===== src/rtl/spi_master_cfg_if.sv =====
// Bundle of the host handshake and SPI pad signals for spi_master_cfg.
//   master modport : seen by the SPI master (host requests in, pads out)
//   slave  modport : seen by the host/slave side (mirror image)
// Parameters DATA_W / NUM_CS must match those of the attached spi_master_cfg.
interface spi_master_cfg_if #(
   parameter int unsigned DATA_W = 8,
   parameter int unsigned NUM_CS = 4
);
   localparam int unsigned CS_W = (NUM_CS > 1) ? $clog2(NUM_CS) : 1;

   // host side
   logic              start;
   logic              cpol;
   logic              cpha;
   logic [CS_W-1:0]   cs_sel;
   logic [DATA_W-1:0] tx_data;
   logic              busy;
   logic              valid;
   logic [DATA_W-1:0] rx_data;
   // pad side
   logic              miso;
   logic              mosi;
   logic              spi_scl;
   logic [NUM_CS-1:0] spi_cs;

   modport master (
      input  start, cpol, cpha, cs_sel, tx_data, miso,
      output mosi, spi_scl, spi_cs, busy, valid, rx_data
   );

   modport slave (
      output start, cpol, cpha, cs_sel, tx_data, miso,
      input  mosi, spi_scl, spi_cs, busy, valid, rx_data
   );
endinterface


===== src/rtl/spi_master_cfg.sv =====
// Parametrised full-duplex SPI master.
// One word of DATA_W bits per start request, any CPOL/CPHA mode, SCL half-period
// of CLK_DIV spi_clk cycles, MSB- or LSB-first, NUM_CS one-hot active-low selects.
// Ports:
//   spi_clk : system clock, all logic on its rising edge
//   reset   : asynchronous active-low reset
//   bus     : spi_master_cfg_if.master (start/cpol/cpha/cs_sel/tx_data/miso in,
//             mosi/spi_scl/spi_cs/busy/valid/rx_data out, all outputs registered)
module spi_master_cfg #(
   parameter int unsigned DATA_W    = 8,
   parameter int unsigned NUM_CS    = 4,
   parameter int unsigned CLK_DIV   = 4,
   parameter bit          MSB_FIRST = 1'b1
) (
   input  logic               spi_clk,
   input  logic               reset,
   spi_master_cfg_if.master   bus
);
   localparam int unsigned DIV_W  = (CLK_DIV > 1) ? $clog2(CLK_DIV) : 1;
   localparam int unsigned EDGE_W = $clog2(2 * DATA_W + 1);

   typedef enum logic [1:0] {
      IDLE,
      SETUP,
      XFER,
      HOLD
   } state_t;

   state_t            state;
   logic [DIV_W-1:0]  div_cnt;
   logic [EDGE_W-1:0] edge_cnt;   // SCL edges already produced
   logic              cpha_q;
   logic [DATA_W-1:0] tx_sh;
   logic [DATA_W-1:0] rx_sh;

   logic              tick_c;
   logic [EDGE_W-1:0] edge_num_c;
   logic              lead_c;
   logic              sample_c;
   logic              shift_c;
   logic [DATA_W-1:0] tx_next_c;
   logic [DATA_W-1:0] rx_next_c;
   logic [NUM_CS-1:0] cs_dec_c;

   function automatic logic first_bit(input logic [DATA_W-1:0] w);
      return MSB_FIRST ? w[DATA_W-1] : w[0];
   endfunction

   // Edge bookkeeping: which SCL edge fires next and what it does
   always_comb begin
      tick_c     = (div_cnt == DIV_W'(CLK_DIV - 1));
      edge_num_c = edge_cnt + 1'b1;
      lead_c     = edge_num_c[0];                    // odd edges are leading
      sample_c   = cpha_q ? ~lead_c : lead_c;
      // first bit is already on mosi and the last edge must not shift
      shift_c    = (cpha_q ? lead_c : ~lead_c) &&
                   (edge_num_c > EDGE_W'(1)) &&
                   (edge_num_c < EDGE_W'(2 * DATA_W));
      tx_next_c  = MSB_FIRST ? (tx_sh << 1) : (tx_sh >> 1);
      rx_next_c  = MSB_FIRST ? {rx_sh[DATA_W-2:0], bus.miso}
                             : {bus.miso, rx_sh[DATA_W-1:1]};
      // out-of-range index shifts the one-hot off the top, leaving all selects high
      cs_dec_c   = ~(NUM_CS'(1) << bus.cs_sel);
   end

   // Transfer FSM with registered pad and handshake outputs
   always_ff @(posedge spi_clk or negedge reset) begin
      if (!reset) begin
         state       <= IDLE;
         div_cnt     <= '0;
         edge_cnt    <= '0;
         cpha_q      <= 1'b0;
         tx_sh       <= '0;
         rx_sh       <= '0;
         bus.mosi    <= 1'b0;
         bus.spi_scl <= 1'b0;
         bus.spi_cs  <= '1;
         bus.busy    <= 1'b0;
         bus.valid   <= 1'b0;
         bus.rx_data <= '0;
      end else begin
         bus.valid <= 1'b0;
         unique case (state)
            IDLE: begin
               if (bus.start) begin
                  cpha_q      <= bus.cpha;
                  tx_sh       <= bus.tx_data;
                  rx_sh       <= '0;
                  bus.spi_scl <= bus.cpol;
                  bus.spi_cs  <= cs_dec_c;
                  bus.mosi    <= first_bit(bus.tx_data);
                  bus.busy    <= 1'b1;
                  div_cnt     <= '0;
                  edge_cnt    <= '0;
                  state       <= SETUP;
               end
            end
            SETUP, XFER: begin
               if (tick_c) begin
                  div_cnt     <= '0;
                  edge_cnt    <= edge_num_c;
                  bus.spi_scl <= ~bus.spi_scl;
                  if (sample_c) begin
                     rx_sh <= rx_next_c;
                  end
                  if (shift_c) begin
                     tx_sh    <= tx_next_c;
                     bus.mosi <= first_bit(tx_next_c);
                  end
                  state <= (edge_num_c == EDGE_W'(2 * DATA_W)) ? HOLD : XFER;
               end else begin
                  div_cnt <= div_cnt + 1'b1;
               end
            end
            HOLD: begin
               if (tick_c) begin
                  div_cnt     <= '0;
                  bus.spi_cs  <= '1;
                  bus.busy    <= 1'b0;
                  bus.valid   <= 1'b1;
                  bus.rx_data <= rx_sh;
                  bus.mosi    <= 1'b0;
                  state       <= IDLE;
               end else begin
                  div_cnt <= div_cnt + 1'b1;
               end
            end
         endcase
      end
   end
endmodule

===== src/flat_wrapper.sv =====
// flat-port wrapper written by rule: the top's interface ports become plain ports
module spi_master_cfg_flat 
#(
   parameter int unsigned DATA_W    = 8,
   parameter int unsigned NUM_CS    = 4,
   parameter int unsigned CLK_DIV   = 4,
   parameter bit          MSB_FIRST = 1'b1
)
  (spi_clk, reset, bus_start, bus_cpol, bus_cpha, bus_cs_sel, bus_tx_data, bus_miso, bus_mosi, bus_spi_scl, bus_spi_cs, bus_busy, bus_valid, bus_rx_data);
  spi_master_cfg_if #(.DATA_W(DATA_W), .NUM_CS(NUM_CS)) bus_i ();
  input  logic spi_clk;
  input  logic reset;
  input wire logic [$bits(bus_i.start)-1:0] bus_start;
  input wire logic [$bits(bus_i.cpol)-1:0] bus_cpol;
  input wire logic [$bits(bus_i.cpha)-1:0] bus_cpha;
  input wire logic [$bits(bus_i.cs_sel)-1:0] bus_cs_sel;
  input wire logic [$bits(bus_i.tx_data)-1:0] bus_tx_data;
  input wire logic [$bits(bus_i.miso)-1:0] bus_miso;
  output wire logic [$bits(bus_i.mosi)-1:0] bus_mosi;
  output wire logic [$bits(bus_i.spi_scl)-1:0] bus_spi_scl;
  output wire logic [$bits(bus_i.spi_cs)-1:0] bus_spi_cs;
  output wire logic [$bits(bus_i.busy)-1:0] bus_busy;
  output wire logic [$bits(bus_i.valid)-1:0] bus_valid;
  output wire logic [$bits(bus_i.rx_data)-1:0] bus_rx_data;
  assign bus_i.start = bus_start;
  assign bus_i.cpol = bus_cpol;
  assign bus_i.cpha = bus_cpha;
  assign bus_i.cs_sel = bus_cs_sel;
  assign bus_i.tx_data = bus_tx_data;
  assign bus_i.miso = bus_miso;
  assign bus_mosi = bus_i.mosi;
  assign bus_spi_scl = bus_i.spi_scl;
  assign bus_spi_cs = bus_i.spi_cs;
  assign bus_busy = bus_i.busy;
  assign bus_valid = bus_i.valid;
  assign bus_rx_data = bus_i.rx_data;
  spi_master_cfg #(.DATA_W(DATA_W), .NUM_CS(NUM_CS), .CLK_DIV(CLK_DIV), .MSB_FIRST(MSB_FIRST)) u_core (.spi_clk(spi_clk), .reset(reset), .bus(bus_i));
endmodule

===== config.mk =====
export PLATFORM = sky130hd
export DESIGN_NAME = spi_master_cfg_flat
export DESIGN_NICKNAME = d
export VERILOG_FILES = /design/src/rtl/spi_master_cfg_if.sv /design/src/rtl/spi_master_cfg.sv /design/src/flat_wrapper.sv
export SDC_FILE = /design/constraint.sdc
export NUM_CORES = 1
export LEC_CHECK = 0
export BUFFER_PORTS_ARGS = -buffer_cell sky130_fd_sc_hd__buf_4
export CORE_AREA = 3 3 71 66
export CTS_CLUSTER_DIAMETER = 120
export DETAILED_ROUTE_END_ITERATION = 12
export DIE_AREA = 0 0 74 69
export PLACE_DENSITY = 0.73
export SLEW_MARGIN = 20
export SYNTH_ARGS = -nofsm -noshare
export SYNTH_HDL_FRONTEND = slang
export SYNTH_SLANG_ARGS = --single-unit

===== constraint.sdc =====
create_clock -name spi_clk -period 2 [get_ports spi_clk]
set_clock_uncertainty 0.05 [all_clocks]
set_input_delay 0.3 -clock spi_clk [delete_from_list [all_inputs] [get_ports spi_clk]]
set_output_delay 0.3 -clock spi_clk [all_outputs]
set_load 0.02 [all_outputs]

==> metrics <==
FP Rows=22; Gate Count Post-Synth=around 180; status=finished clean; # port buffers=31; Ys Warns=0; crit path cell chain=inv_1 -> ha_1 -> inv_2 -> a21oi_4 -> o311ai_4 -> a21boi_4 -> buf_12 -> mux2_4; pre-CTS WS=-0.0290 ns; Crit Path Max Fanout=7; DRT Pass-1 Iters=4; Synth Flop Type=dfrtp_1; final hold violation count=0; Nets=251; core region area=approximately 4000 µm²; Layout Cells excl Fill=278; filler cell count=300; Tmin final=1.95 ns; kind of critical path=flip-flop to flip-flop; share of flip-flops with an asynchronous set or reset=100%; Max-Cap Viols=0; Iter 0 DRT Violations=72; Critical Path Source Type=flip-flop; synth top area cells=dfrtp_1 46%, mux2_2 11%, dfstp_2 5.3%; via count=between 1500 and 2000; Data arrival, critical path=between 2 and 2.5 ns; Multi-input gate area=~950 µm²; die height=69 µm; layout overhead on the synthesized area=30.8%; Worst Tran Pin Value=~0.59 ns; FF/Latch Area=1030 µm²; Synth Register Bits=41; fmax=just over 500 MHz; Worst-Skew Late Latency=between 0.2 and 0.3 ns; placed cells=264; root buffer cell=clkbuf_8; Post-DRT Antenna Nets=0; register area share after synthesis=51.6%; WL final=4230 µm; DRC violations left=0; crit-path max cell delay=between 0.4 and 0.5 ns; synthesized area=between 1500 and 2000 µm²; total CTS buffers=5; post-DP HPWL=~2900 µm; total track usage=17.8%; library cells used by synthesis=40; Slew Viols, Final=0; initial antenna violation count=0; most common cell after layout, fill and taps aside=buf_4; largest net degree at the start of global routing=42; share of the synthesized area in the top cell type=46.3%; Synth Net Count=about 200; Max-slew headroom=60.4%; CTS max path bufs=2; Post-Syn Area per Cell=11.3 µm²; Starting Density=49.4%; CTS clk-pin slew, worst paths=0.08 ns; layout cell share with drive strength beyond 1=41.7%; Tcrit/Tclk final=between 90% and 100%; Routability Congestion=around 0.83; Pleak=1.25 nW; Die Wd=about 74 µm; maximum vdd ir drop=0.524 mV; WP data required=2.13 ns; Min Hold Slack=about 0.12 ns; TritonCTS Sinks=41; DIE AREA=5110 µm²; per-cell routed wire length=15.2 µm; GRT overflow=0; Via density=5.62; H-tree Lvls=2; CTS tree=done; P per Cell Area=slightly above 600 nW/µm²; HP Class=input pin to flip-flop; PnR worst setup slack=0.0464 ns; I/O Pins=32; most frequent cells in the layout=50 x buf_4, 35 x dfrtp_1, 14 x mux2_2, 13 x nand2_1, 12 x nor2_1; endpoints failing setup=0; largest area contributor in the netlist=dfrtp_1; first-pass GRT wire length=around 7000 µm; CP max stage cell=dfrtp_2; n_diodes=0; number of global-route vias before repair=1534; number of synthesized flops with an enable pin=0; Total Power=1.58 mW; CP Capture Type=flip-flop
-- stage by stage --
| stage | util (%) | setup TNS, ns | instance area [µm²] |
|---|---|---|---|
| 2_1_floorplan | - | 0 | 2000 |
| 3_3_place_gp | 58.7 | 0 | 2370 |
| 3_5_place_dp | 58.7 | -0.133 | 2370 |
| 4_1_cts | 62.2 | 0 | 2520 |
| 5_1_grt | 64.6 | -0.0365 | 2620 |
| 6_report | 64.6 | 0 | 2620 |
-- registers in the layout, summed over array words and instances, names as in the netlist, 2 cells and up --
register            cells
u_core.state            2
u_core.bus.spi_cs       4
u_core.div_cnt          2
u_core.edge_cnt         5
u_core.rx_sh            8
u_core.bus.rx_data      8
u_core.tx_sh            7
-- per-layer routing --
layer	up-vias	track usage (%)	share of wire, %
li1	731	-	-
met1	762	23.9	43
met2	59	27.4	50
met3	9	5.54	6.4
met4	0	5.23	1.4
met5	-	0	0
-- critical path: cells and delay by family (launching register included) --
family | cells | cell delay (ns)
DFF | 1 | 0.42
muxes | 1 | 0.29
adders and majority gates | 1 | 0.32
buffers and inverters | 3 | 0.31
AOI/OAI and AO/OA | 3 | 0.44
-- power breakdown --
| group | total (mW) | switching (mW) | internal (mW) |
|---|---|---|---|
| combinational | 0.0494 | 0.0240 | 0.0254 |
| clock | 0.692 | 0.286 | 0.406 |
| sequential | 0.840 | 0.00497 | 0.835 |
-- synth_stat cells, drive strengths merged (3+ instances only) --
library cell	n
inv	12
a21oi	9
nand3	7
ha	6
o21ai	7
nand2	13
buf	5
dfstp	4
mux2	20
dfrtp	37
nor2	12
nor3	3
xor2	3
a22o	10
-- cell type report --
class	count	share of cell area (%)
clock buffer	6	3.16
clock inverter	2	1.44
inverter	12	1.72
multi-input combinational	117	36.4
sequential	41	39.5
tap	48	2.30
timing repair buffer	52	15.5
-- cells by family after synthesis --
logic type / Yosys count / share of synthesized area [%]
xor+xnor: 4 / 2.50
simple gates: 42 / 9.83
compound gates: 44 / 16.8
buf+inv: 19 / 3.82
mux: 21 / 11.8
fa+ha+maj: 6 / 3.75
flops: 41 / 51.6
-- worst paths after layout --
check | from | endpoint | slack, ns | depth (start not counted)
min | bus_cs_sel[1] | u_core.bus.spi_cs[2] | 0.12 | 2
max reg2reg | u_core.edge_cnt[0] | u_core.tx_sh[5] | 0.05 | 8
min reg2reg | u_core.div_cnt[1] | u_core.div_cnt[1] | 0.43 | 2
max | u_core.edge_cnt[0] | u_core.tx_sh[5] | 0.05 | 8
min in group asynchronous | reset | u_core.edge_cnt[2] | 0.47 | 2
max in group asynchronous | reset | u_core.bus.spi_cs[0] | 1.06 | 2
-- repair_timing --
action                                  4_1_cts  5_1_grt
resized for setup                             2       14
endpoints found under the hold margin        37        0
pin swaps                                     2        4
endpoints found under the setup margin        6       15
setup buffers                                 1        4
hold buffers                                  1        0
No activity file was read; power rests on OpenSTA's default activity.
